===== src/rtl/fwd_hazard_unit_pkg.sv =====
`default_nettype none
// ============================================================================
// Module   : fwd_hazard_unit_pkg
// Brief    : Shared types and constants for the EX-stage forwarding unit.
// Revision : 1.0 - initial release
// ============================================================================
package fwd_hazard_unit_pkg;

  // Tracker entries carry addresses zero-extended to this width so that one
  // packed struct type can serve any ADDRESS_LEN up to this value.
  localparam int c_ADDR_MAX = 8;

  // Forward select value meaning "take the operand from the register file".
  localparam int FWD_RF = 0;

  // One producer slot of the tracker: valid, destination address, load flag.
  typedef struct packed {
    logic                  v;
    logic [c_ADDR_MAX-1:0] addr;
    logic                  ld;
  } trk_entry_t;

  // Width of a forward select able to encode 0..stages.
  function automatic int fwd_len(input int stages);
    return $clog2(stages + 1);
  endfunction

endpackage
`default_nettype wire


===== src/rtl/fwd_match_prio.sv =====
`default_nettype none
// ============================================================================
// Module   : fwd_match_prio
// Brief    : Finds the youngest tracker entry whose destination matches one
//            source operand; reports its stage, its load flag and any-hit.
// Revision : 1.0 - initial release
// ============================================================================
module fwd_match_prio
  import fwd_hazard_unit_pkg::*;
#(
  parameter int FWD_STAGES  = 2,
  parameter int FORWARD_LEN = fwd_len(FWD_STAGES)
) (
  input  trk_entry_t [FWD_STAGES:1] entries,
  input  logic [c_ADDR_MAX-1:0]     src_addr,
  input  logic                      src_en,
  output logic [FORWARD_LEN-1:0]    hit_k,
  output logic                      hit_ld,
  output logic                      any_hit
);

  // Scan oldest to youngest so the smallest matching stage overwrites the rest.
  always_comb begin
    hit_k   = FORWARD_LEN'(FWD_RF);
    hit_ld  = 1'b0;
    any_hit = 1'b0;
    for (int k = FWD_STAGES; k >= 1; k--) begin
      if (src_en && entries[k].v && (entries[k].addr == src_addr)) begin
        hit_k   = FORWARD_LEN'(k);
        hit_ld  = entries[k].ld;
        any_hit = 1'b1;
      end
    end
  end

endmodule
`default_nettype wire


===== src/rtl/fwd_hazard_unit.sv =====
`default_nettype none
// ============================================================================
// Module   : fwd_hazard_unit
// Brief    : EX-stage forwarding select and load-use stall generator with a
//            private history of the last FWD_STAGES producers.
// Revision : 1.0 - initial release
// ============================================================================
module fwd_hazard_unit
  import fwd_hazard_unit_pkg::*;
#(
  parameter int ADDRESS_LEN = 5,
  parameter int NUM_SRC     = 2,
  parameter int FWD_STAGES  = 2,
  parameter int LOAD_STAGE  = 2,
  parameter int FORWARD_LEN = fwd_len(FWD_STAGES)
) (
  input  logic                           clk,
  input  logic                           rst,
  input  logic                           ex_valid,
  input  logic [NUM_SRC*ADDRESS_LEN-1:0] ex_rd_addr,
  input  logic [NUM_SRC-1:0]             ex_src_used,
  input  logic                           ex_reg_write,
  input  logic [ADDRESS_LEN-1:0]         ex_wr_addr,
  input  logic                           ex_is_load,
  input  logic                           hold,
  input  logic                           flush,
  output logic [NUM_SRC*FORWARD_LEN-1:0] forward_sel,
  output logic                           stall_ex,
  output logic [FORWARD_LEN-1:0]         stall_cnt
);

  localparam logic [FORWARD_LEN-1:0] c_LOAD_K = FORWARD_LEN'(LOAD_STAGE);

  typedef enum logic [0:0] {
    ST_RUN   = 1'b0,
    ST_STALL = 1'b1
  } state_t;

  trk_entry_t [FWD_STAGES:1]  r_trk;
  trk_entry_t                 w_new;
  state_t                     r_state;
  state_t                     w_state_nxt;

  logic [FORWARD_LEN-1:0]     w_hit_k  [NUM_SRC];
  logic [FORWARD_LEN-1:0]     w_need   [NUM_SRC];
  logic [NUM_SRC-1:0]         w_hit_ld;
  logic [NUM_SRC-1:0]         w_any_hit;
  logic [NUM_SRC-1:0]         w_lu;
  logic [FORWARD_LEN-1:0]     w_cnt;

  // Producer entering stage 1; writes to x0 are never tracked.
  assign w_new.v    = ex_valid & ex_reg_write & (|ex_wr_addr);
  assign w_new.addr = c_ADDR_MAX'(ex_wr_addr);
  assign w_new.ld   = ex_is_load;

  // Per-operand match, select and load-use demand.
  for (genvar i = 0; i < NUM_SRC; i++) begin : g_src
    logic [ADDRESS_LEN-1:0] w_rd;
    logic                   w_en;

    assign w_rd = ex_rd_addr[i*ADDRESS_LEN +: ADDRESS_LEN];
    assign w_en = ex_src_used[i] & ex_valid & (|w_rd);

    fwd_match_prio #(
      .FWD_STAGES  (FWD_STAGES),
      .FORWARD_LEN (FORWARD_LEN)
    ) u_match (
      .entries  (r_trk),
      .src_addr (c_ADDR_MAX'(w_rd)),
      .src_en   (w_en),
      .hit_k    (w_hit_k[i]),
      .hit_ld   (w_hit_ld[i]),
      .any_hit  (w_any_hit[i])
    );

    // Only the youngest match counts: an older, ready producer is no fallback.
    assign w_lu[i]   = w_any_hit[i] & w_hit_ld[i] & (w_hit_k[i] < c_LOAD_K);
    assign w_need[i] = w_lu[i] ? (c_LOAD_K - w_hit_k[i]) : '0;

    assign forward_sel[i*FORWARD_LEN +: FORWARD_LEN] = w_hit_k[i];
  end

  // Longest outstanding load latency across all stalling operands.
  always_comb begin
    w_cnt = '0;
    for (int i = 0; i < NUM_SRC; i++) begin
      if (w_need[i] > w_cnt) begin
        w_cnt = w_need[i];
      end
    end
  end

  assign stall_ex  = |w_lu;
  assign stall_cnt = w_cnt;

  // Producer history: flush beats hold beats stall-bubble beats advance.
  always_ff @(posedge clk) begin
    if (rst) begin
      r_trk <= '0;
    end else if (flush) begin
      for (int k = 1; k <= FWD_STAGES; k++) begin
        r_trk[k].v <= 1'b0;
      end
    end else if (!hold) begin
      for (int k = 2; k <= FWD_STAGES; k++) begin
        r_trk[k] <= r_trk[k-1];
      end
      r_trk[1] <= stall_ex ? trk_entry_t'('0) : w_new;
    end
  end

  // Debug-visible RUN/STALL state register.
  always_ff @(posedge clk) begin
    if (rst) begin
      r_state <= ST_RUN;
    end else begin
      r_state <= w_state_nxt;
    end
  end

  // RUN/STALL next-state follows the combinational stall request.
  always_comb begin
    w_state_nxt = r_state;
    case (r_state)
      ST_RUN:   if (stall_ex && !flush) w_state_nxt = ST_STALL;
      ST_STALL: if (flush || (w_cnt == '0)) w_state_nxt = ST_RUN;
      default:  w_state_nxt = ST_RUN;
    endcase
  end

endmodule
`default_nettype wire


===== config.mk =====
export PLATFORM = sky130hd
export DESIGN_NAME = fwd_hazard_unit
export DESIGN_NICKNAME = d
export VERILOG_FILES = /design/src/rtl/fwd_hazard_unit_pkg.sv /design/src/rtl/fwd_match_prio.sv /design/src/rtl/fwd_hazard_unit.sv
export SDC_FILE = /design/constraint.sdc
export NUM_CORES = 1
export LEC_CHECK = 0
export BUFFER_PORTS_ARGS = -buffer_cell sky130_fd_sc_hd__buf_2
export CAP_MARGIN = 20
export CORE_MARGIN = 2
export CORE_UTILIZATION = 40
export DETAILED_ROUTE_END_ITERATION = 8
export PLACE_DENSITY_LB_ADDON = 0.25
export SLEW_MARGIN = 20
export SYNTH_ARGS = -nofsm -noshare
export SYNTH_HDL_FRONTEND = slang
export SYNTH_SLANG_ARGS = --single-unit

===== constraint.sdc =====
create_clock -name clk -period 3.6 [get_ports clk]
set_input_delay 0.9 -clock clk [delete_from_list [all_inputs] [get_ports clk]]
set_output_delay 0.9 -clock clk [all_outputs]
set_load 0.02 [all_outputs]

==> flow_summary.toml <==
[status]
failed_checks = "negative setup slack"
outcome = "complete, but fails checks"

[setup_path]
cp_cell_sequence = "buf_6 > or4_4 > o21ai_4 > nor4_4 > and2_1 > ha_2 > nand2b_4 > or2_4 > nor4_4 > o21a_2 > buf_6"
timing.critical_path.from_type = "primary input"
critical-path-max-stage-delay_ns = 0.54
worstSetupEndpoint = "stall_cnt[0]"
cp_required_ns = 2.70
worst_r2r_startpoint = "r_trk[4]$_SDFFE_PP0P_"
cp_data_arrival_time_ns = 2.85
ff2ff_setup_slack_ns = 1.59
endpoint_kind = "output port"
worst-setup-path-type = "in2out"
critical_path.slowest_cell = "sky130_fd_sc_hd__or4_4"
critPathMaxFanout = 2
crit_path_start = "ex_rd_addr[0]"
worstRegToRegCells = 9
worstReg2RegEnd = "r_trk[3]$_SDFFE_PP0P_"

[cells_and_area]
layout_top_registers = "r_trk (13)"
largest_register_ffs = 13
design.final.nets = 185
fill_cells = 192
finalNonFillerCells = 185
antenna-diode-count = 0
drive_gt1_frac = 0.4557
layout-area-overhead-vs-synth_pct = 52.58
registers.top_by_ff_count = "r_trk"

[power]
leakage_nw = 0.5700
pwr_density_cell_nw_per_um2 = 239.2
vdd_ir_drop_max_mv = 0.2219

[detailed_routing]
drt_iter0_markers = 17
dr_total_vias = 940
final_routed_drc_violation_total = 0
drt-total-wl_mm = 2.396
via_per_inst = 5.081
drt_pass1_iterations = 4
wl_per_cell_um = 12.95
postRouteAntennaNets = 0

[clock_tree]
clk_transition_reported_paths_ns = 0.07
clock_latency_ns = 0.26
tritoncts = "built"
root_buffer = "sky130_fd_sc_hd__clkbuf_4"
cts_inserted_buffers = 3
clock-sinks = 13
cts_hold_repair.buffers = 0
h-tree-depth = 1
ctsLongestPathBuffers = 2

[floorplan]
dieArea_um2 = 2573
die_h_um = 50.73
num_io_pins = 31
coreArea_um2 = 2002
start_util = 0.4363
num_rows = 16
die_width_um = 50.73

[synthesis]
mappedNetlistArea_um2 = 873.3
synth_top_cell_by_area = "sky130_fd_sc_hd__dfxtp_1"
post_synth_inst_count = 107
synth.lib_cells_used.distinct = 30
post-synth-top-area-fraction = 0.2980
syn-mean-instance-area_um2 = 8.162
synth_nets = 133
yosysWarnings = 0
register_area_share_after_synthesis = 0.2980
synth.top_cells.by_area = "sky130_fd_sc_hd__dfxtp_1 30%, sky130_fd_sc_hd__xnor2_1 10%, sky130_fd_sc_hd__xor2_1 10%"
synthesized_flop_and_latch_total = 13

[sta]
maxClockFrequency_mhz = 266.5
relSlewSlack = 0.6012
final_min_period_over_clock_period = 1.042
timing_hold_violations_final = 0
unrepaired_setup_endpoints_after_global_routing = "true"
whs_ns = 0.4999
post-route-worst-setup-slack_ns = -0.1527
fin_setup_tns_ns = -0.1527
fin_crit_ns = 3.753
report.final.setup_viol = 1
final-max-slew-violation-count = 0
finClkSkew_ns = 0.002610
tightestPinTransition_ns = 0.5960

[global_route]
first_global_vias = 896
grt_usage = 0.1991
antenna_violations_before_repair = 0
first_pass_grt_wire_length_mm = 3.836
grt_start_max_net_pins = 14
gr-total-overflow = 0

[placed_design]
port_buffers = 29
placed_cells_incl_taps = 176
preCtsSetupSlack_ns = -0.3152
post-dp-hpwl_mm = 1.772
gpl_congestion = 0.9439

[min_path]
min_path_cells = 2
worstHoldPathType = "reg2reg"

[flow_run]
maxCapViolCount = 0
[routing by layer]
layer | vias to the layer above | global-route usage | wire length [um]
met5 | - | 0 | 0
met4 | 0 | 0.06757 | 32
met3 | 4 | 0.02083 | 101
met2 | 31 | 0.3399 | 1132
met1 | 428 | 0.2601 | 1129
li1 | 477 | - | -
[critical path, delay by kind of cell]
family | cells | cell delay (ns)
buffers and inverters | 2 | 0.20
adders and majority gates | 1 | 0.18
AOI/OAI and AO/OA | 2 | 0.33
and+or+nand+nor | 6 | 1.24
[cell families (layout without fill, tap and decap cells)]
family	Yosys count	in the layout	share of synthesized area
flops	13	13	0.2980
fa+ha+maj	2	2	0.02865
buf+inv	5	56	0.02579
other cells	1	1	0.004294
mux	1	1	0.01146
simple gates	49	49	0.3152
compound gates	16	16	0.1160
xor+xnor	20	20	0.2006
[cells in the mapped netlist]
| library cell | count |
|---|---|
| sky130_fd_sc_hd__nor2_1 | 3 |
| sky130_fd_sc_hd__a21oi_1 | 11 |
| sky130_fd_sc_hd__nand3_1 | 5 |
| sky130_fd_sc_hd__conb_1 | 1 |
| sky130_fd_sc_hd__clkbuf_1 | 3 |
| sky130_fd_sc_hd__dfxtp_1 | 13 |
| sky130_fd_sc_hd__or4_1 | 2 |
| sky130_fd_sc_hd__o21ai_0 | 1 |
| sky130_fd_sc_hd__xnor2_1 | 10 |
| sky130_fd_sc_hd__nor3_2 | 2 |
| sky130_fd_sc_hd__or2_2 | 2 |
| sky130_fd_sc_hd__nor4_2 | 2 |
| sky130_fd_sc_hd__o2111ai_1 | 1 |
| sky130_fd_sc_hd__or4_4 | 1 |
| sky130_fd_sc_hd__o21ai_4 | 1 |
| sky130_fd_sc_hd__nor4_1 | 4 |
| sky130_fd_sc_hd__ha_1 | 2 |
| sky130_fd_sc_hd__buf_4 | 1 |
| sky130_fd_sc_hd__nand2b_1 | 1 |
| sky130_fd_sc_hd__xor2_1 | 10 |
| sky130_fd_sc_hd__nor3_1 | 1 |
| sky130_fd_sc_hd__nand2_1 | 18 |
| sky130_fd_sc_hd__inv_1 | 1 |
| sky130_fd_sc_hd__nand4_1 | 4 |
| sky130_fd_sc_hd__and3_1 | 2 |
| sky130_fd_sc_hd__and2_1 | 1 |
| sky130_fd_sc_hd__o21ai_2 | 1 |
| sky130_fd_sc_hd__nor3b_1 | 1 |
| sky130_fd_sc_hd__mux2i_1 | 1 |
| sky130_fd_sc_hd__o21a_1 | 1 |
[worst min-delay path by stage]
| stage | to | from | slack, ns |
|---|---|---|---|
| 3_3_place_gp | r_trk[12]$_SDFFE_PP0P_ | r_trk[12]$_SDFFE_PP0P_ | 0.48 |
| 4_1_cts | r_trk[11]$_SDFFE_PP0P_ | r_trk[11]$_SDFFE_PP0P_ | 0.50 |
| 2_1_floorplan | r_trk[0]$_SDFFE_PP0P_ | r_trk[0]$_SDFFE_PP0P_ | 0.47 |
| 5_1_grt | r_trk[15]$_SDFFE_PP0P_ | r_trk[15]$_SDFFE_PP0P_ | 0.52 |
| 6_report | r_trk[13]$_SDFFE_PP0P_ | r_trk[13]$_SDFFE_PP0P_ | 0.50 |
| 3_5_place_dp | r_trk[11]$_SDFFE_PP0P_ | r_trk[11]$_SDFFE_PP0P_ | 0.49 |
[where the power goes]
part           switching (mW)  internal [mW]
combinational          0.0385         0.0416
sequential            0.00647          0.148
clock                  0.0414         0.0428
total                  0.0864          0.232
[per-stage QoR]
stage / util / power, mW / cell area (um^2)
after floorplan: - / 0.1893 / 892.1
after global placement: 0.5894 / 0.2256 / 1180
after detailed placement: 0.5894 / 0.2272 / 1180
after CTS: 0.6450 / 0.3160 / 1291
after global routing: 0.6656 / 0.3358 / 1333
final: 0.6656 / 0.3187 / 1333
[cell usage in the layout, fill, tap and decap left out, types with 2 or more instances in the layout]
cell	count
sky130_fd_sc_hd__clkbuf_4	3
sky130_fd_sc_hd__nor4_1	2
sky130_fd_sc_hd__nor2_1	3
sky130_fd_sc_hd__or4_1	2
sky130_fd_sc_hd__nor4_4	3
sky130_fd_sc_hd__a21oi_1	11
sky130_fd_sc_hd__nor3_2	2
sky130_fd_sc_hd__buf_6	2
sky130_fd_sc_hd__buf_4	22
sky130_fd_sc_hd__nand4_1	4
sky130_fd_sc_hd__xor2_1	10
sky130_fd_sc_hd__nand3_1	5
sky130_fd_sc_hd__buf_2	26
sky130_fd_sc_hd__nand2_1	16
sky130_fd_sc_hd__xnor2_1	9
sky130_fd_sc_hd__dfxtp_1	13
sky130_fd_sc_hd__and3_1	2
sky130_fd_sc_hd__o21ai_4	2
sky130_fd_sc_hd__nand2_2	2
[layout make-up]
class | instances | area [um^2] | area share
inverter | 1 | 3.754 | 0.002817
timing repair buffer | 51 | 332.8 | 0.2498
sequential | 13 | 260.3 | 0.1953
clock buffer | 4 | 26.28 | 0.01972
tap | 27 | 33.78 | 0.02535
multi-input combinational | 89 | 675.6 | 0.5070
[what timing repair did]
action	in CTS	in global routing
pin swaps	7	8
gates resized for setup	11	6
setup endpoints to repair	1	1
setup buffers	4	1
(Power assumes the default switching activity.)
